--- config.mk ---
export PLATFORM = sky130hd
export DESIGN_NAME = pwm_fade_flat
export DESIGN_NICKNAME = d
export VERILOG_FILES = /design/src/rtl/pwm_pkg.sv /design/src/rtl/pwm_fade_if.sv /design/src/rtl/pwm_step_sat.sv /design/src/rtl/pwm_fade.sv /design/src/flat_wrapper.sv
export SDC_FILE = /design/constraint.sdc
export NUM_CORES = 1
export LEC_CHECK = 0
export CORE_UTILIZATION = 54
export DETAILED_ROUTE_END_ITERATION = 7
export GPL_TIMING_DRIVEN = 0
export PLACE_DENSITY = 0.77
export RECOVER_POWER = 50
export SETUP_SLACK_MARGIN = 0.2
export SYNTH_ARGS = -nofsm -noshare
export SYNTH_HDL_FRONTEND = slang
export SYNTH_SLANG_ARGS = --single-unit
--- constraint.sdc ---
create_clock -name clk -period 5.15 [get_ports clk]
set_input_delay 1.2875 -clock clk [delete_from_list [all_inputs] [get_ports clk]]
set_output_delay 1.2875 -clock clk [all_outputs]
set_load 0.01 [all_outputs]
--- src/rtl/pwm_pkg.sv ---
// -----------------------------------------------------------------------------
// pwm_pkg
// Shared definitions for the pwm block and its upstream fade controller.
//   PWM_WIDTH  : default width of period / duty / step values
//   PWM_IWIDTH : default width of the fade interval counter
//   fade_state_t : fade controller states (ST_IDLE, ST_RAMP)
// -----------------------------------------------------------------------------
package pwm_pkg;

  localparam int PWM_WIDTH  = 16;
  localparam int PWM_IWIDTH = 8;

  typedef enum logic {
    ST_IDLE = 1'b0,
    ST_RAMP = 1'b1
  } fade_state_t;

endpackage

--- src/rtl/pwm_fade_if.sv ---
// -----------------------------------------------------------------------------
// pwm_fade_if
// Configuration handshake between a host and pwm_fade.
//   cfg_valid    : host -> fade, config word valid
//   cfg_ready    : fade -> host, pending slot free
//   cfg_period   : new wave_length (period = cfg_period + 1 clocks)
//   cfg_target   : target high_time
//   cfg_step     : ramp step per step boundary, 0 jumps straight to target
//   cfg_interval : extra periods between ramp steps
// Modports: master (host side), slave (pwm_fade side).
// -----------------------------------------------------------------------------
interface pwm_fade_if
  import pwm_pkg::*;
#(
  parameter int WIDTH  = PWM_WIDTH,
  parameter int IWIDTH = PWM_IWIDTH
);

  logic              cfg_valid;
  logic              cfg_ready;
  logic [WIDTH-1:0]  cfg_period;
  logic [WIDTH-1:0]  cfg_target;
  logic [WIDTH-1:0]  cfg_step;
  logic [IWIDTH-1:0] cfg_interval;

  modport master (
    output cfg_valid,
    output cfg_period,
    output cfg_target,
    output cfg_step,
    output cfg_interval,
    input  cfg_ready
  );

  modport slave (
    input  cfg_valid,
    input  cfg_period,
    input  cfg_target,
    input  cfg_step,
    input  cfg_interval,
    output cfg_ready
  );

endinterface

--- src/rtl/pwm_step_sat.sv ---
// -----------------------------------------------------------------------------
// pwm_step_sat
// Combinational saturating step of a duty value toward its target.
//   cur  : current high_time
//   eff  : effective target
//   step : step size, 0 means jump straight to eff
//   next : cur moved toward eff by step, never overshooting or wrapping
// -----------------------------------------------------------------------------
module pwm_step_sat
  import pwm_pkg::*;
#(
  parameter int WIDTH = PWM_WIDTH
) (
  input  logic [WIDTH-1:0] cur,
  input  logic [WIDTH-1:0] eff,
  input  logic [WIDTH-1:0] step,
  output logic [WIDTH-1:0] next
);

  logic [WIDTH:0]   sum;
  logic [WIDTH-1:0] diff;

  always_comb begin
    // Extra carry bit so a large step near the top of the range cannot wrap.
    sum  = {1'b0, cur} + {1'b0, step};
    diff = cur - eff;
    next = eff;
    if (step != '0) begin
      if (cur < eff) begin
        if (sum < {1'b0, eff}) begin
          next = sum[WIDTH-1:0];
        end
      end else if (cur > eff) begin
        // Only step down by the full amount when it stays above eff.
        if (diff > step) begin
          next = cur - step;
        end
      end
    end
  end

endmodule

--- src/rtl/pwm_fade.sv ---
// -----------------------------------------------------------------------------
// pwm_fade
// Upstream control stage for the pwm block. Accepts period / target / ramp
// settings over a valid/ready handshake, holds one pending config, and applies
// it at the next pwm period boundary. high_time then ramps toward the
// effective target by cfg_step every (cfg_interval + 1) periods.
// Ports:
//   clk, rst     : clock, synchronous active-high reset
//   cfg          : pwm_fade_if.slave configuration handshake
//   last_cycle   : from pwm, one-clk pulse at each period boundary
//   wave_length  : registered period value to pwm
//   high_time    : registered duty value to pwm
//   busy         : high while high_time differs from the effective target
//   done         : one-clk pulse after high_time reaches the effective target
// -----------------------------------------------------------------------------
module pwm_fade
  import pwm_pkg::*;
#(
  parameter int WIDTH  = PWM_WIDTH,
  parameter int IWIDTH = PWM_IWIDTH
) (
  input  logic             clk,
  input  logic             rst,
  pwm_fade_if.slave        cfg,
  input  logic             last_cycle,
  output logic [WIDTH-1:0] wave_length,
  output logic [WIDTH-1:0] high_time,
  output logic             busy,
  output logic             done
);

  fade_state_t       state_q, state_d;
  logic [WIDTH-1:0]  wave_q, wave_d;
  logic [WIDTH-1:0]  high_q, high_d;
  logic [WIDTH-1:0]  eff_q, eff_d;
  logic [WIDTH-1:0]  step_q, step_d;
  logic [IWIDTH-1:0] intvl_q, intvl_d;
  logic [IWIDTH-1:0] cnt_q, cnt_d;
  logic              done_q, done_d;
  logic              ready_q, ready_d;

  logic              pend_valid_q, pend_valid_d;
  logic [WIDTH-1:0]  pend_period_q, pend_period_d;
  logic [WIDTH-1:0]  pend_target_q, pend_target_d;
  logic [WIDTH-1:0]  pend_step_q, pend_step_d;
  logic [IWIDTH-1:0] pend_intvl_q, pend_intvl_d;

  logic [WIDTH:0]    period_p1;
  logic [WIDTH:0]    target_ext;
  logic [WIDTH:0]    eff_wide;
  logic [WIDTH-1:0]  eff_new;
  logic              clamp_hi;
  logic [WIDTH-1:0]  step_next;
  logic              accept;

  // Effective target of the pending config: min(target, period+1), with the
  // 100%-duty value period+1 needing one extra bit before saturation.
  assign period_p1  = {1'b0, pend_period_q} + (WIDTH+1)'(1);
  assign target_ext = {1'b0, pend_target_q};
  assign eff_wide   = (target_ext < period_p1) ? target_ext : period_p1;
  assign eff_new    = eff_wide[WIDTH] ? '1 : eff_wide[WIDTH-1:0];
  assign clamp_hi   = ({1'b0, high_q} > period_p1);

  assign accept     = cfg.cfg_valid && ready_q;

  pwm_step_sat #(
    .WIDTH (WIDTH)
  ) u_step_sat (
    .cur  (high_q),
    .eff  (eff_q),
    .step (step_q),
    .next (step_next)
  );

  always_comb begin
    state_d       = state_q;
    wave_d        = wave_q;
    high_d        = high_q;
    eff_d         = eff_q;
    step_d        = step_q;
    intvl_d       = intvl_q;
    cnt_d         = cnt_q;
    done_d        = 1'b0;
    pend_valid_d  = pend_valid_q;
    pend_period_d = pend_period_q;
    pend_target_d = pend_target_q;
    pend_step_d   = pend_step_q;
    pend_intvl_d  = pend_intvl_q;

    if (last_cycle && pend_valid_q) begin
      // Application has priority over a ramp step on the same boundary.
      wave_d       = pend_period_q;
      high_d       = clamp_hi ? eff_new : high_q;
      eff_d        = eff_new;
      step_d       = pend_step_q;
      intvl_d      = pend_intvl_q;
      cnt_d        = pend_intvl_q;
      pend_valid_d = 1'b0;
      if (high_d == eff_new) begin
        state_d = ST_IDLE;
        done_d  = 1'b1;
      end else begin
        state_d = ST_RAMP;
      end
    end else if (last_cycle && (state_q == ST_RAMP)) begin
      if (cnt_q != '0) begin
        cnt_d = cnt_q - IWIDTH'(1);
      end else begin
        high_d = step_next;
        cnt_d  = intvl_q;
        if (step_next == eff_q) begin
          state_d = ST_IDLE;
          done_d  = 1'b1;
        end
      end
    end

    // Acceptance cannot coincide with application: ready is low while a
    // config is pending, so the slot is never overwritten.
    if (accept) begin
      pend_valid_d  = 1'b1;
      pend_period_d = cfg.cfg_period;
      pend_target_d = cfg.cfg_target;
      pend_step_d   = cfg.cfg_step;
      pend_intvl_d  = cfg.cfg_interval;
    end

    ready_d = !pend_valid_d;
  end

  always_ff @(posedge clk) begin
    if (rst) begin
      state_q       <= ST_IDLE;
      wave_q        <= '0;
      high_q        <= '0;
      eff_q         <= '0;
      step_q        <= '0;
      intvl_q       <= '0;
      cnt_q         <= '0;
      done_q        <= 1'b0;
      ready_q       <= 1'b0;
      pend_valid_q  <= 1'b0;
      pend_period_q <= '0;
      pend_target_q <= '0;
      pend_step_q   <= '0;
      pend_intvl_q  <= '0;
    end else begin
      state_q       <= state_d;
      wave_q        <= wave_d;
      high_q        <= high_d;
      eff_q         <= eff_d;
      step_q        <= step_d;
      intvl_q       <= intvl_d;
      cnt_q         <= cnt_d;
      done_q        <= done_d;
      ready_q       <= ready_d;
      pend_valid_q  <= pend_valid_d;
      pend_period_q <= pend_period_d;
      pend_target_q <= pend_target_d;
      pend_step_q   <= pend_step_d;
      pend_intvl_q  <= pend_intvl_d;
    end
  end

  assign cfg.cfg_ready = ready_q;
  assign wave_length   = wave_q;
  assign high_time     = high_q;
  assign busy          = (state_q == ST_RAMP);
  assign done          = done_q;

endmodule

--- src/flat_wrapper.sv ---
// flat-port wrapper written by rule: the top's interface ports become plain ports
module pwm_fade_flat import pwm_pkg::*;
#(
  parameter int WIDTH  = PWM_WIDTH,
  parameter int IWIDTH = PWM_IWIDTH
)
  (clk, rst, last_cycle, wave_length, high_time, busy, done, cfg_cfg_valid, cfg_cfg_period, cfg_cfg_target, cfg_cfg_step, cfg_cfg_interval, cfg_cfg_ready);
  pwm_fade_if #(.WIDTH(WIDTH), .IWIDTH(IWIDTH)) cfg_i ();
  input  logic clk;
  input  logic rst;
  input  logic last_cycle;
  output logic [WIDTH-1:0] wave_length;
  output logic [WIDTH-1:0] high_time;
  output logic busy;
  output logic done;
  input wire logic [$bits(cfg_i.cfg_valid)-1:0] cfg_cfg_valid;
  input wire logic [$bits(cfg_i.cfg_period)-1:0] cfg_cfg_period;
  input wire logic [$bits(cfg_i.cfg_target)-1:0] cfg_cfg_target;
  input wire logic [$bits(cfg_i.cfg_step)-1:0] cfg_cfg_step;
  input wire logic [$bits(cfg_i.cfg_interval)-1:0] cfg_cfg_interval;
  output wire logic [$bits(cfg_i.cfg_ready)-1:0] cfg_cfg_ready;
  assign cfg_i.cfg_valid = cfg_cfg_valid;
  assign cfg_i.cfg_period = cfg_cfg_period;
  assign cfg_i.cfg_target = cfg_cfg_target;
  assign cfg_i.cfg_step = cfg_cfg_step;
  assign cfg_i.cfg_interval = cfg_cfg_interval;
  assign cfg_cfg_ready = cfg_i.cfg_ready;
  pwm_fade #(.WIDTH(WIDTH), .IWIDTH(IWIDTH)) u_core (.clk(clk), .rst(rst), .cfg(cfg_i), .last_cycle(last_cycle), .wave_length(wave_length), .high_time(high_time), .busy(busy), .done(done));
endmodule
# After elaboration in Yosys (flattened, before gate mapping)
# Index checks and enable logic that the tools add are counted.
classes:
  muxes: 26
  addsub: 5
  eq_ne: 3
  order_cmp: 6
  reduce_logical: 10
ops:
  columns: ["operator", "n"]
  rows:
  - ["16-bit two-way mux", 10]
  - ["16-bit == test", 2]
  - ["16-bit greater-than comparator", 2]
  - ["16-bit subtractor", 2]
  - ["8-bit two-way mux", 3]
  - ["16-bit by 1-bit adder with 17-bit output (second input constant)", 1]
  - ["16-bit by 16-bit adder with 17-bit output", 1]
  - ["16-bit by 17-bit greater-than comparator with 1-bit output", 1]
  - ["16-bit by 17-bit less-than comparator with 1-bit output", 1]
  - ["17-bit by 16-bit less-than comparator with 1-bit output", 1]
  - ["17-bit two-way mux", 1]
  - ["16-bit less-than comparator", 1]
  - ["16-bit nonzero test", 1]
  - ["1-bit two-way mux", 12]
  - ["8-bit nonzero test", 1]
  - ["8-bit by 1-bit subtractor with 8-bit output (second input constant)", 1]
  - ["2-bit nonzero test", 2]
  - ["1-bit logical AND", 3]
  - ["3-bit AND reduction", 1]
  - ["2-bit by 1-bit != test with 1-bit output (second input constant)", 1]
  - ["2-bit AND reduction", 1]
  - ["1-bit logical NOT", 1]
word_totals:
  register_bits: 140
  input_bits: 60
  out_inout_bits: 35
  elab_cells: 64

# Depth between registers and ports, before layout
# Gate-level depths: netlist of the first run.
depth:
  ltp_word: 11
  mapped_depth: 24
  mapped_depth_nobuf: 23

# By module
# From an unflattened synthesis of the first run, not the netlist that was laid out.
unflattened:
  cells_unflattened: 1388
  area_unflattened_um2: 10488.8
by_module_without_submodules:
  columns: ["module", "instances", "seq_area_each_um2", "cells_per_inst", "area_per_inst_um2"]
  rows:
  - ["pwm_fade", 1, 2802.7, 910, 7081.8]
  - ["pwm_step_sat", 1, 0.0, 478, 3407.0]

# Worst setup path before layout of the first run
# No wires, ideal clock.
synth_path:
  path_type: "flip-flop to flip-flop"
  from: "register u_core.high_q[1] (netlist: u_core.high_time[1])"
  to: "register u_core.state_q (netlist: u_core.busy)"
  setup_ps: 116
  required_ps: 5034
  path_slack_ps: 194
  stages_incl_launch_ff: 23
  n_path_buf: 0
  synth_period_minus_slack_ps: 4956
  t_arrival_ps: 4839
  cell_sequence: "dfxtp_1 -> ha_1 -> nor2b_1 -> o21ai_0 -> a21boi_0 -> o21ai_0 -> a21boi_0 -> o2111ai_1 -> nand3_1 -> a31o_2 -> a21oi_1 -> xnor2_1 -> ha_1 -> nand3_1 -> nor3_1 -> a221o_1 -> o21ai_1 -> nor2_1 -> a32oi_1 -> nor2_1 -> a211o_1 -> a2111o_1 -> a41o_1"
synth_via:
  elab_chain_cells: 9
  elab_cells_between_ends: 20
  classes_between: "add/sub: 3; order compare: 5; eq/ne: 2; mux: 8; reduce/logical: 2"
synth_lines:
  columns: ["element", "line_no", "source"]
  rows:
  - ["start: declaration", "pwm_fade.sv:34", "logic [WIDTH-1:0] high_q, high_d;"]
  - ["start signal: assignment", "pwm_fade.sv:150", "high_q <= high_d;"]
  - ["16-bit subtractor", "pwm_step_sat.sv:26", "diff = cur - eff;"]
  - ["16-bit greater-than comparator", "pwm_step_sat.sv:35", "if (diff > step) begin"]
  - ["16-bit two-way mux", "pwm_step_sat.sv:35", null]
  - ["16-bit two-way mux", "pwm_step_sat.sv:33", "end else if (cur > eff) begin"]
  - ["16-bit two-way mux", "pwm_step_sat.sv:29", "if (cur < eff) begin"]
  - ["16-bit two-way mux", "pwm_step_sat.sv:28", "if (step != '0) begin"]
  - ["16-bit == test", "pwm_fade.sv:111", "if (step_next == eff_q) begin"]
  - ["2-bit nonzero test (no source line)", null, null]
  - ["3-bit AND reduction (no source line)", null, null]
  - ["end signal: assignment", "pwm_fade.sv:148", "state_q <= state_d;"]
  - ["end: declaration", "pwm_fade.sv:32", "fade_state_t state_q, state_d;"]
# Several ways; a longest one is shown, not always the timed one.
# A chain may end at the register's enable or synchronous reset.

# Worst setup path after layout of the first run
layout_path:
  from: "register u_core.high_q[9] (netlist: u_core.high_time[9])"
  to: "register u_core.high_q[4] (netlist: u_core.high_time[4])"
layout_via:
  elab_chain_cells: 9
  elab_cells_between_ends: 16
  classes_between: "add/sub: 2; order compare: 5; mux: 9"
layout_lines:
  columns: ["element", "line_no", "source"]
  rows:
  - ["16-bit subtractor", "pwm_step_sat.sv:26", null]
  - ["16-bit greater-than comparator", "pwm_step_sat.sv:35", null]
  - ["16-bit two-way mux", "pwm_step_sat.sv:35", null]
  - ["16-bit two-way mux", "pwm_step_sat.sv:33", null]
  - ["16-bit two-way mux", "pwm_step_sat.sv:29", null]
  - ["16-bit two-way mux", "pwm_step_sat.sv:28", null]
  - ["16-bit two-way mux", "pwm_fade.sv:106", "if (cnt_q != '0) begin"]
  - ["16-bit two-way mux", "pwm_fade.sv:105", "end else if (last_cycle && (state_q == ST_RAMP)) begin"]
  - ["16-bit two-way mux (*)", "pwm_fade.sv:90", "if (last_cycle && pend_valid_q) begin"]
# Mark *: on every way between the ends. The rest lies on a longest branch, timed or not. The select of a mux whose other input is x is not followed.

==> impl_metrics.sql, run 1 <==
INSERT INTO impl_metrics (metric_group, metric, value, unit) VALUES
('status', 'outcome', 'finished, final reports clean', ''),
('global_routing', 'maximum_number_of_pins_on_one_net_before_global_route_repair', '17', ''),
('synthesis', 'synth_async_sr_flop_share', '0', ''),
('setup_path', 'cp-end-kind', 'flop', ''),
('routing', 'drt-total-wl', '40000', 'µm'),
('clock_tree', 'worst_skew_pair.late_latency', '0.42', 'ns'),
('place', 'post_detailed_placement_half_perimeter_wirelength', '31250', 'µm'),
('setup_path', 'critPathMaxFanout', '11', ''),
('place', 'place.gp.congestion', '0.9621', ''),
('setup_path', 'cp_data_required_time', '5.43', 'ns'),
('power_and_ir_drop', 'leakage', '0.005429', 'µW'),
('sta', 'finalSetupViolCount', '0', ''),
('synthesis', 'synth_edf_count', '0', ''),
('global_routing', 'grt.total_usage', '0.3739', ''),
('sta', 'relSlewSlack', '0.1108', ''),
('clock_tree', 'cts.htree.levels', '4', ''),
('final_layout', 'n_antenna_cell', '0', ''),
('sta', 'post-route-min-period', '4.974', 'ns'),
('synthesis', 'mappedNetlistArea', '11170', 'µm²'),
('final_layout', 'nets', '1828', ''),
('setup_path', 'critical_path_arrival', '5.25', 'ns'),
('final_layout', 'fillers', '1785', ''),
('sta', 'report.final.hold_viol_count', '0', ''),
('flow_run', 'timing.max_cap.violations', '0', ''),
('power_and_ir_drop', 'power_per_cell_area', '242.0', 'nW/µm²'),
('setup_path', 'criticalPathCategory', 'reg -> reg', ''),
('synthesis', 'yosys_warnings', '0', ''),
('synthesis', 'synthesis.nets', '1686', ''),
('synthesis', 'ys_seq_area_frac', '0.2508', ''),
('final_layout', 'drive_gt1_frac', '0.1038', ''),
('die', 'start_util', '0.5523', ''),
('routing', 'drc_errors', '0', ''),
('die', 'horizontal_extent_of_the_die', '145.9', 'µm'),
('clock_tree', 'clock_path_buffers', '2', ''),
('worst_hold_path', 'hold-path-cell-count', '2', ''),
('sta', 'final.setup_skew', '0.007818', 'ns'),
('die', 'rows', '52', ''),
('power_and_ir_drop', 'worst_voltage_drop_across_the_vdd_grid', '192.3', 'µV'),
('routing', 'route.detailed.vias_per_inst', '6.186', ''),
('routing', 'via_count', '11980', ''),
('die', 'number_of_primary_i_o_pins', '95', ''),
('sta', 'maxClockFrequency', '201.1', 'MHz'),
('final_layout', 'post-route-util', '0.6747', ''),
('routing', 'drt.antenna.violating_nets', '0', ''),
('worst_hold_path', 'hold_removal_path_class', 'reg -> reg', ''),
('sta', 'worst-slew-pin-transition', '1.300', 'ns'),
('routing', 'tritonroute_pass_1_iters', '6', ''),
('setup_path', 'start_kind', 'flop', ''),
('setup_path', 'reg2regPathDepth', '19', ''),
('routing', 'drt_iter0_markers', '1028', ''),
('clock_tree', 'clock_sinks', '140', ''),
('synthesis', 'synth-seq-cells', '140', ''),
('synthesis', 'leading_register_cell_type_out_of_synthesis', 'sky130_fd_sc_hd__dfxtp_1', ''),
('final_layout', 'synthToLayoutAreaGrowth', '22.18', '%'),
('synthesis', 'post_synth_num_cell_types', '81', ''),
('global_routing', 'antenna_found_initial', '0', ''),
('routing', 'route.detailed.wl_per_inst', '20.66', 'µm'),
('clock_tree', 'cts_buffers', '17', ''),
('clock_tree', 'clkSlewWorstSetupHoldPaths', '0.06', 'ns'),
('sta', 'slew_viol_final', '0', ''),
('power_and_ir_drop', 'total_power', '3303', 'µW'),
('clock_tree', 'cts_tree', 'done', ''),
('synthesis', 'avgSynthCellArea', '7.395', 'µm²'),
('global_routing', 'grt_pass1_vias', '11600', ''),
('die', 'floorplan.die.height', '145.9', 'µm'),
('die', 'core', '20230', 'µm²'),
('place', 'place.port_buffers', '93', ''),
('die', 'full_die_area', '21270', 'µm²'),
('global_routing', 'grt_first_pass_wirelength', '62420', 'µm'),
('sta', 'layout_worst_path_cycle_share', '0.9658', ''),
('global_routing', 'global_route.overflow_total', '0', ''),
('sta', 'rsz0062_at_grt', 'true', ''),
('synthesis', 'synthesized_netlist_cell_count', '1511', ''),
('clock_tree', 'cts_root_buffer', 'sky130_fd_sc_hd__clkbuf_16', '');
-- placed cells by master, fill, tap and decap left out, types with 31 or more instances in the layout --
| cell | Yosys | layout |
|---|---|---|
| sky130_fd_sc_hd__a21oi_1 | 185 | 180 |
| sky130_fd_sc_hd__buf_4 | 1 | 32 |
| sky130_fd_sc_hd__clkbuf_1 | 61 | 56 |
| sky130_fd_sc_hd__clkdlybuf4s50_1 | 0 | 70 |
| sky130_fd_sc_hd__dfxtp_1 | 140 | 122 |
| sky130_fd_sc_hd__ha_1 | 112 | 104 |
| sky130_fd_sc_hd__inv_1 | 76 | 72 |
| sky130_fd_sc_hd__nand2_1 | 257 | 257 |
| sky130_fd_sc_hd__nor2_1 | 116 | 111 |
| sky130_fd_sc_hd__o211ai_1 | 31 | 31 |
| sky130_fd_sc_hd__o21ai_0 | 47 | 43 |
| sky130_fd_sc_hd__xnor2_1 | 40 | 37 |
| sky130_fd_sc_hd__xor2_1 | 33 | 33 |
-- what timing repair did --
item / in CTS / in global routing
buffers inserted: 19 / 11
pin swaps: 28 / 18
resized for setup: 66 / 51
hold buffers: 0 / 0
endpoints found under the setup margin: 18 / 18
cloned: 0 / 0
-- through the flow --
| step | cell area, µm² | hold WS [ns] | worst slack (ns) | TNS [ns] | std cells |
|---|---|---|---|---|---|
| after detailed placement | 12440 | 0.4459 | -1.166 | -10.06 | 1874 |
| after global placement | 12440 | 0.4389 | -1.197 | -9.848 | 1874 |
| after CTS | 13400 | 0.4564 | 0.2029 | 0 | 1925 |
| after floorplan | 11180 | 0.4321 | 0.2536 | 0 | 1511 |
| final | 13650 | 0.4461 | 0.1761 | 0 | 1936 |
| after global routing | 13650 | 0.4718 | -0.05756 | -0.05784 | 1936 |
-- logic make-up after synthesis --
group / count (synthesis) / share of synthesized area
flip-flops: 140 / 0.2508
AND/OR/NAND/NOR: 550 / 0.2241
multiplexers: 5 / 0.004479
XOR/XNOR: 78 / 0.06752
adder cells (fa/ha/maj): 115 / 0.1308
buffers and inverters: 167 / 0.05990
AO/OA/AOI/OAI: 456 / 0.2625
-- synthesized netlist by cell type (all sizes together), types with 3 or more instances --
master	instances	share of area
and3	6	0.0034
a21oi	187	0.084
or3	9	0.0050
nor2	116	0.039
or4	3	0.0020
o221ai	13	0.010
o311ai	5	0.0039
a21o	12	0.0081
o211ai	31	0.021
o2111ai	8	0.0063
o21bai	9	0.0060
nand4	22	0.013
o21a	19	0.013
fa	3	0.0054
a211oi	18	0.013
nor4	20	0.012
a21boi	5	0.0034
xor2	33	0.026
a221oi	13	0.011
xnor2	40	0.031
buf	30	0.014
a2111oi	4	0.0031
nand2	257	0.086
nand2b	15	0.0084
a311oi	3	0.0024
nand3	28	0.013
o31ai	4	0.0027
nor2b	16	0.0090
a31oi	24	0.013
a22oi	7	0.0047
o21ai	53	0.024
o22ai	7	0.0039
and2	12	0.0069
clkbuf	61	0.020
o41ai	3	0.0024
nor3	29	0.013
xnor3	3	0.0060
and4	8	0.0063
dfxtp	140	0.25
a211o	6	0.0047
mux2i	5	0.0045
inv	76	0.026
ha	112	0.13
-- worst max-delay path, stage by stage, from the launching register on --
cell	delay, ns
sky130_fd_sc_hd__dfxtp_1	0.70
sky130_fd_sc_hd__ha_1	0.39
sky130_fd_sc_hd__clkbuf_2	0.22
sky130_fd_sc_hd__nor2_1	0.13
sky130_fd_sc_hd__nand2_1	0.09
sky130_fd_sc_hd__a21oi_4	0.19
sky130_fd_sc_hd__nor2_2	0.09
sky130_fd_sc_hd__a221oi_1	0.30
sky130_fd_sc_hd__xor2_1	0.25
sky130_fd_sc_hd__inv_1	0.07
sky130_fd_sc_hd__ha_1	0.29
sky130_fd_sc_hd__a21o_1	0.17
sky130_fd_sc_hd__a2111oi_1	0.48
sky130_fd_sc_hd__o211a_1	0.33
sky130_fd_sc_hd__and2_1	0.17
sky130_fd_sc_hd__clkbuf_4	0.22
sky130_fd_sc_hd__o21ai_0	0.18
sky130_fd_sc_hd__o2bb2ai_1	0.23
sky130_fd_sc_hd__a221oi_2	0.26
sky130_fd_sc_hd__nor2_1	0.09
-- power by group --
part           leakage [µW]  internal (µW)  switching, µW
Combinational       0.00400            367            563
Clock              0.000281            686            540
Sequential          0.00115           1110           36.3
Total               0.00543           2160           1140
-- state kept, by name, summed over array words and instances (netlist names) --
register and count:
u_core.busy 1, u_core.cfg.cfg_ready 1, u_core.cnt_q 8, u_core.done 1, u_core.eff_q 16, u_core.high_time 16, u_core.intvl_q 8, u_core.pend_intvl_q 8
u_core.pend_period_q 16, u_core.pend_step_q 16, u_core.pend_target_q 16, u_core.pend_valid_q 1, u_core.step_q 16, u_core.wave_length 16
-- worst paths after layout --
check             slack, ns                   to                  start
setup / recovery       0.18  u_core.high_time[4]    u_core.high_time[9]
setup reg to reg       0.18  u_core.high_time[4]    u_core.high_time[9]
hold reg to reg        0.45     u_core.step_q[5]  u_core.pend_step_q[5]
hold / removal         0.45     u_core.step_q[5]  u_core.pend_step_q[5]
-- layer usage --
metal / GRT usage / share of wire / up-vias
met5: 0 / 0 / -
met2: 0.6474 / 0.48 / 528
met4: 0.2368 / 0.059 / 0
met1: 0.4359 / 0.40 / 5607
met3: 0.04890 / 0.059 / 134
li1: - / - / 5708
-- area by class of cell --
cell class,count,area (µm²),share of cell area
Buffer,91,412.9,0.03024
Clock buffer,18,429.2,0.03143
Sequential cell,140,2840,0.2080
Multi-Input combinational cell,1204,8031,0.5883
Inverter,76,292.8,0.02144
Tap cell,270,337.8,0.02474
Timing Repair Buffer,123,1156,0.08468
Clock inverter,14,152.6,0.01118
(Power assumes the default switching activity.)
==> inputs of run 2 (changes only) <==
CTS_CLUSTER_DIAMETER = 30   (was unset)
MAX_ROUTING_LAYER = met4   (was unset)
==> impl_metrics.sql, run 2 (same netlist as run 1, synthesis figures left out) <==
INSERT INTO impl_metrics (metric_group, metric, value, unit) VALUES
('routing', 'route.detailed.vias_per_inst', '6.162', ''),
('power_and_ir_drop', 'clock_power_share', '0.384', ''),
('power_and_ir_drop', 'internal_power', '2283', 'µW'),
('clock_tree', 'cts-hold-fix-buffers', '0', ''),
('sta', 'rsz0062_at_grt', 'true', ''),
('global_routing', 'maximum_number_of_pins_on_one_net_before_global_route_repair', '17', ''),
('die', 'start_util', '0.5523', ''),
('sta', 'post-route-min-period', '5.061', 'ns'),
('final_layout', 'layout.cells.most_common_list', 'sky130_fd_sc_hd__nand2_1, sky130_fd_sc_hd__a21oi_1, sky130_fd_sc_hd__dfxtp_1', ''),
('routing', 'drc_errors', '0', ''),
('sta', 'layout_worst_path_cycle_share', '0.9827', ''),
('setup_path', 'critPathMaxFanout', '8', ''),
('final_layout', 'final_common_cell', 'sky130_fd_sc_hd__nand2_1', ''),
('die', 'full_die_area', '21270', 'µm²'),
('clock_tree', 'cts_buffers', '17', ''),
('global_routing', 'global_route.overflow_total', '0', ''),
('clock_tree', 'clkSlewWorstSetupHoldPaths', '0.07', 'ns'),
('clock_tree', 'clock_path_buffers', '2', ''),
('status', 'outcome', 'finished, final reports clean', ''),
('sta', 'timing.setup.tns', '0', 'ns'),
('global_routing', 'grt_first_pass_wirelength', '62170', 'µm'),
('final_layout', 'synthToLayoutAreaGrowth', '22.76', '%'),
('sta', 'relSlewSlack', '0.2221', ''),
('power_and_ir_drop', 'power_per_cell_area', '249.6', 'nW/µm²'),
('global_routing', 'grt.total_usage', '0.3864', ''),
('sta', 'final.setup.worst_slack', '0.08908', 'ns'),
('setup_path', 'criticalPathCategory', 'reg -> reg', ''),
('setup_path', 'start_kind', 'flop', ''),
('final_layout', 'finish.cell_count_without_fillers', '1936', ''),
('die', 'floorplan.die.height', '145.9', 'µm'),
('die', 'horizontal_extent_of_the_die', '145.9', 'µm'),
('setup_path', 'path_buf_inv', '1', ''),
('clock_tree', 'cts_root_buffer', 'sky130_fd_sc_hd__clkbuf_16', ''),
('die', 'core', '20230', 'µm²'),
('flow_run', 'timing.max_cap.violations', '0', ''),
('power_and_ir_drop', 'power_switching', '1141', 'µW'),
('setup_path', 'crit_path_max_incr_delay', '0.48', 'ns'),
('sta', 'final.setup_skew', '0.01322', 'ns'),
('sta', 'maxClockFrequency', '197.6', 'MHz'),
('routing', 'drt.antenna.violating_nets', '0', ''),
('setup_path', 'critical_path.slowest_cell', 'sky130_fd_sc_hd__a2111o_1', ''),
('final_layout', 'nets', '1829', ''),
('final_layout', 'drive_gt1_frac', '0.1056', ''),
('power_and_ir_drop', 'power.share.sequential', '0.335', ''),
('die', 'rows', '52', ''),
('power_and_ir_drop', 'power_switching_share', '0.3332', ''),
('clock_tree', 'cts_tree', 'done', ''),
('routing', 'drt-total-wl', '40250', 'µm'),
('sta', 'report.final.hold_viol_count', '0', ''),
('sta', 'slew_viol_final', '0', ''),
('clock_tree', 'cts.htree.levels', '4', ''),
('power_and_ir_drop', 'leakage', '0.005465', 'µW'),
('place', 'place.detailed.instances', '1874', ''),
('setup_path', 'critical_path_cell_sequence', 'inv_2, ha_4, nor2b_1, o21ai_2, a21boi_2, o21ai_2, a21boi_2, o2111ai_2, nand3_2, a31o_2, a21oi_2, xnor2_1, ha_1, nand3_2, nor3_1, a221o_1, o21ai_4, nor2_4, a32oi_2, nor2_2, a211o_1, a2111o_1, a41o_1', ''),
('power_and_ir_drop', 'power.share.combinational', '0.281', ''),
('setup_path', 'cp_data_required_time', '5.46', 'ns'),
('place', 'dpl_worst_slack', '-1.369', 'ns'),
('clock_tree', 'worst_skew_pair.late_latency', '0.43', 'ns'),
('global_routing', 'antenna_found_initial', '0', ''),
('routing', 'route.detailed.wl_per_inst', '20.79', 'µm'),
('setup_path', 'cp-end-kind', 'flop', ''),
('place', 'post_detailed_placement_half_perimeter_wirelength', '31320', 'µm'),
('routing', 'via_count', '11930', ''),
('setup_path', 'path_delay_family', 'compound AO/OA/AOI/OAI gates', ''),
('sta', 'finalSetupViolCount', '0', ''),
('global_routing', 'grt_pass1_vias', '11230', ''),
('place', 'place.port_buffers', '93', ''),
('worst_hold_path', 'hold_removal_path_class', 'reg -> reg', ''),
('power_and_ir_drop', 'worst_voltage_drop_across_the_vdd_grid', '232.3', 'µV'),
('routing', 'tritonroute_pass_1_iters', '5', ''),
('clock_tree', 'clock_sinks', '140', ''),
('setup_path', 'critical_path_arrival', '5.37', 'ns'),
('sta', 'worst-slew-pin-transition', '1.158', 'ns'),
('final_layout', 'post-route-util', '0.6780', ''),
('routing', 'drt_iter0_markers', '819', ''),
('die', 'number_of_primary_i_o_pins', '95', ''),
('place', 'place.gp.congestion', '1.033', ''),
('final_layout', 'n_antenna_cell', '0', '');
[run 2: changes by cell type in the layout (fill, tap and decap cells not counted), sizes merged]
| cell | delta |
|---|---|
| dlygate4sd3 | -1 |
| buf | +1 |
| clkdlybuf4s50 | +1 |
| bufinv | +2 |
| clkinvlp | -3 |
[run 2: layer usage]
| metal | share of wire | wire [µm] | vias to the layer above | track usage |
|---|---|---|---|---|
| met1 | 0.41 | 16560 | 5649 | 0.4457 |
| met4 | 0.055 | 2214 | 0 | 0.2205 |
| met3 | 0.048 | 1946 | 112 | 0.03856 |
| met5 | 0 | 0 | - | - |
| li1 | - | - | 5711 | - |
| met2 | 0.49 | 19540 | 458 | 0.6543 |
[run 2: final timing paths]
path | startpoint | end | slack (ns) | cells after the start
min reg2reg | u_core.pend_step_q[5] | u_core.step_q[5] | 0.45 | 2
max | u_core.eff_q[1] | u_core.busy | 0.09 | 23
max reg2reg | u_core.eff_q[1] | u_core.busy | 0.09 | 23
min | u_core.pend_step_q[5] | u_core.step_q[5] | 0.45 | 2
[run 2: repair_timing]
item / in CTS / in global routing
gates resized for setup: 82 / 38
pin swaps: 25 / 12
setup endpoints to repair: 18 / 21
buffers inserted: 24 / 7
cloned: 0 / 0
endpoints found under the hold margin: 0 / 0
[run 2: layout make-up]
cell class | instances | area [µm²]
sequential | 140 | 2835
tap | 270 | 337.8
clock inverter | 13 | 176.4
clock buffer | 18 | 439.2
timing repair buffer | 124 | 1167
multi-input combinational | 1204 | 8059
fill | 1793 | 6516
buffer | 91 | 409.1
inverter | 76 | 294.0
[run 2: worst min-delay path, delay by kind of cell, from the launching register on]
kind / cells / cell delay [ns]
flops: 1 / 0.31
simple gates: 1 / 0.05
compound gates: 1 / 0.05
[run 2: metrics by stage]
stage / hold slack [ns] / cell area [µm²] / total power, µW
after floorplan: 0.4321 / 11180 / 1721
after global placement: 0.4406 / 12440 / 1996
after detailed placement: 0.4463 / 12440 / 2003
after CTS: 0.4483 / 13520 / 3380
after global routing: 0.4680 / 13720 / 3547
final: 0.4466 / 13720 / 3424
[run 2: power groups by stage]
stage | Clock (µW) | Combinational (µW) | Sequential, µW
floorplan | 0 | 560 | 1160
global placement | 0 | 824 | 1170
detailed placement | 0 | 831 | 1170
CTS | 1320 | 917 | 1150
global route | 1360 | 1030 | 1150
finish | 1310 | 961 | 1150
==> inputs of run 3 (changes only) <==
CORE_ASPECT_RATIO = 1.4   (was unset)
CORE_UTILIZATION = 59   (was 54)
DONT_BUFFER_PORTS = 1   (was unset)
REMOVE_ABC_BUFFERS = 1   (was unset)
==> impl_metrics.sql, run 3 (same netlist as run 1, synthesis figures left out) <==
INSERT INTO impl_metrics (metric_group, metric, value, unit) VALUES
('status', 'outcome', 'finished with violations', ''),
('status', 'violations', 'capacitance limit, slew limit', ''),
('worst_hold_path', 'hold_removal_path_class', 'reg -> reg', ''),
('power_and_ir_drop', 'leakage', '0.004917', 'µW'),
('routing', 'tritonroute_pass_1_iters', '5', ''),
('final_layout', 'fillers', '1669', ''),
('sta', 'worst-slew-pin-transition', '2.112', 'ns'),
('die', 'core', '18600', 'µm²'),
('place', 'place.detailed.instances', '1669', ''),
('setup_path', 'critical_path_arrival', '5.33', 'ns'),
('setup_path', 'start_kind', 'flop', ''),
('sta', 'rsz0062_at_grt', 'true', ''),
('global_routing', 'global_route.overflow_total', '0', ''),
('place', 'place.gp.congestion', '0.9658', ''),
('final_layout', 'drive_gt1_frac', '0.1107', ''),
('routing', 'drt.antenna.violating_nets', '0', ''),
('clock_tree', 'clkSlewWorstSetupHoldPaths', '0.07', 'ns'),
('die', 'full_die_area', '19500', 'µm²'),
('clock_tree', 'cts.htree.levels', '4', ''),
('sta', 'post-route-min-period', '5.001', 'ns'),
('flow_run', 'timing.max_cap.violations', '1', ''),
('sta', 'maxClockFrequency', '200.0', 'MHz'),
('sta', 'report.final.hold_viol_count', '0', ''),
('clock_tree', 'clock_sinks', '140', ''),
('die', 'start_util', '0.6007', ''),
('global_routing', 'antenna_found_initial', '0', ''),
('power_and_ir_drop', 'power_per_cell_area', '263.6', 'nW/µm²'),
('clock_tree', 'cts_root_buffer', 'sky130_fd_sc_hd__clkbuf_16', ''),
('sta', 'slew_viol_final', '48', ''),
('setup_path', 'critPathMaxFanout', '7', ''),
('clock_tree', 'clock_path_buffers', '2', ''),
('final_layout', 'nets', '1653', ''),
('clock_tree', 'cts_tree', 'done', ''),
('die', 'horizontal_extent_of_the_die', '118.3', 'µm'),
('setup_path', 'cp-end-kind', 'flop', ''),
('sta', 'finalSetupViolCount', '0', ''),
('sta', 'layout_worst_path_cycle_share', '0.9710', ''),
('clock_tree', 'cts_buffers', '17', ''),
('setup_path', 'cp_data_required_time', '5.48', 'ns'),
('final_layout', 'finish.cell_count_without_fillers', '1735', ''),
('global_routing', 'grt_pass1_vias', '10340', ''),
('routing', 'drt_iter0_markers', '702', ''),
('final_layout', 'post-route-util', '0.6719', ''),
('die', 'number_of_primary_i_o_pins', '95', ''),
('final_layout', 'n_antenna_cell', '0', ''),
('final_layout', 'synthToLayoutAreaGrowth', '11.86', '%'),
('global_routing', 'grt.total_usage', '0.3626', ''),
('routing', 'route.detailed.vias_per_inst', '6.372', ''),
('sta', 'worst_hold_slack', '0.4430', 'ns'),
('place', 'post_detailed_placement_half_perimeter_wirelength', '25820', 'µm'),
('global_routing', 'grt_first_pass_wirelength', '53640', 'µm'),
('final_layout', 'final_common_cell', 'sky130_fd_sc_hd__nand2_1', ''),
('routing', 'drc_errors', '0', ''),
('sta', 'relSlewSlack', '-0.4081', ''),
('clock_tree', 'worst_skew_pair.late_latency', '0.44', 'ns'),
('die', 'rows', '59', ''),
('sta', 'final.setup_skew', '0.01193', 'ns'),
('routing', 'via_count', '11060', ''),
('setup_path', 'r2r_setup_slack', '0.15', 'ns'),
('setup_path', 'criticalPathCategory', 'reg -> reg', ''),
('final_layout', 'layout.cells.most_common_list', 'sky130_fd_sc_hd__nand2_1, sky130_fd_sc_hd__a21oi_1, sky130_fd_sc_hd__dfxtp_1', ''),
('global_routing', 'maximum_number_of_pins_on_one_net_before_global_route_repair', '134', ''),
('die', 'floorplan.die.height', '164.8', 'µm'),
('routing', 'drt-total-wl', '34750', 'µm'),
('power_and_ir_drop', 'worst_voltage_drop_across_the_vdd_grid', '220.5', 'µV'),
('routing', 'route.detailed.wl_per_inst', '20.03', 'µm'),
('place', 'place.port_buffers', '0', '');
==> run 3: cell count changes in the layout (fill, tap and decap cells not counted), moves of 4 or more <==
cell                              previous run  this run
sky130_fd_sc_hd__inv_6                       7         3
sky130_fd_sc_hd__buf_1                       8         0
sky130_fd_sc_hd__buf_2                      13         0
sky130_fd_sc_hd__clkdlybuf4s50_1            71         0
sky130_fd_sc_hd__clkbuf_2                    5         0
sky130_fd_sc_hd__dlygate4sd3_1              22         0
sky130_fd_sc_hd__buf_4                      32        27
sky130_fd_sc_hd__clkbuf_1                   56         1
sky130_fd_sc_hd__dfxtp_4                     4         8
sky130_fd_sc_hd__inv_8                       1         6
sky130_fd_sc_hd__clkbuf_4                    4         0
sky130_fd_sc_hd__clkinv_8                    0         5
==> run 3: what timing repair did <==
action,in CTS,in global routing
endpoints found under the setup margin,18,16
pin swaps,23,19
hold buffers,0,0
gates resized for setup,77,39
setup buffers,28,6
==> run 3: final cells by class <==
class / instances / area (µm²) / area share
well taps: 244 / 305.3 / 0.02442
repair buffers: 39 / 359.1 / 0.02873
multi-input cells: 1204 / 8085 / 0.6468
clock buffers: 17 / 425.4 / 0.03403
inverters: 76 / 291.5 / 0.02332
flip-flops and latches: 140 / 2849 / 0.2279
clock inverters: 15 / 183.9 / 0.01471
==> run 3: power by group <==
group | total (µW) | internal [µW] | switching (µW)
Sequential | 1150 | 1110 | 40.8
Combinational | 876 | 355 | 522
Clock | 1270 | 661 | 607
==> run 3: per-stage QoR <==
| stage | setup WS (ns) | TNS [ns] | total power (µW) | instance area [µm²] |
|---|---|---|---|---|
| final | 0.1494 | 0 | 3295 | 12500 |
| after global routing | 0.01505 | 0 | 3415 | 12500 |
| after CTS | 0.1901 | 0 | 3258 | 12310 |
| after detailed placement | -1.709 | -13.86 | 1888 | 11210 |
| after global placement | -1.683 | -13.92 | 1872 | 11100 |
| after floorplan | -0.1862 | -0.2409 | 1682 | 10790 |
==> run 3: path summary, 6_finish.rpt <==
check,start,end,cells past startpoint
worst max-delay path,u_core.high_time[1],u_core.busy,25
worst min-delay path,u_core.pend_step_q[14],u_core.step_q[14],2
worst max register to register,u_core.high_time[1],u_core.busy,25
worst min register to register,u_core.pend_step_q[14],u_core.step_q[14],2
==> run 3: layer usage <==
layer  GRT usage  share of wire  up-vias
li1            -              -     5370
met1      0.3933           0.39     5184
met2      0.6179           0.49      380
met3     0.04144          0.047      122
met4      0.2646          0.071        0
met5           -              0        -
==> run 3: critical path: stages (launching register included) <==
cell and delay (ns):
sky130_fd_sc_hd__dfxtp_4 0.44, sky130_fd_sc_hd__clkinvlp_4 0.17, sky130_fd_sc_hd__fa_2 0.43, sky130_fd_sc_hd__nand2b_4 0.17
sky130_fd_sc_hd__a211oi_4 0.33, sky130_fd_sc_hd__nor3_4 0.09, sky130_fd_sc_hd__nor2_2 0.17, sky130_fd_sc_hd__buf_4 0.14
sky130_fd_sc_hd__buf_6 0.08, sky130_fd_sc_hd__buf_6 0.08, sky130_fd_sc_hd__buf_6 0.09, sky130_fd_sc_hd__buf_6 0.08
sky130_fd_sc_hd__nor3_1 0.04, sky130_fd_sc_hd__nor2_1 0.12, sky130_fd_sc_hd__ha_1 0.28, sky130_fd_sc_hd__nand2_2 0.10
sky130_fd_sc_hd__nor3_2 0.04, sky130_fd_sc_hd__a221o_1 0.40, sky130_fd_sc_hd__o21ai_4 0.28, sky130_fd_sc_hd__buf_6 0.17
sky130_fd_sc_hd__o21ai_4 0.05, sky130_fd_sc_hd__and4_4 0.23, sky130_fd_sc_hd__nor3_4 0.16, sky130_fd_sc_hd__o2111ai_2 0.12
sky130_fd_sc_hd__a2111o_1 0.45, sky130_fd_sc_hd__a41o_1 0.19
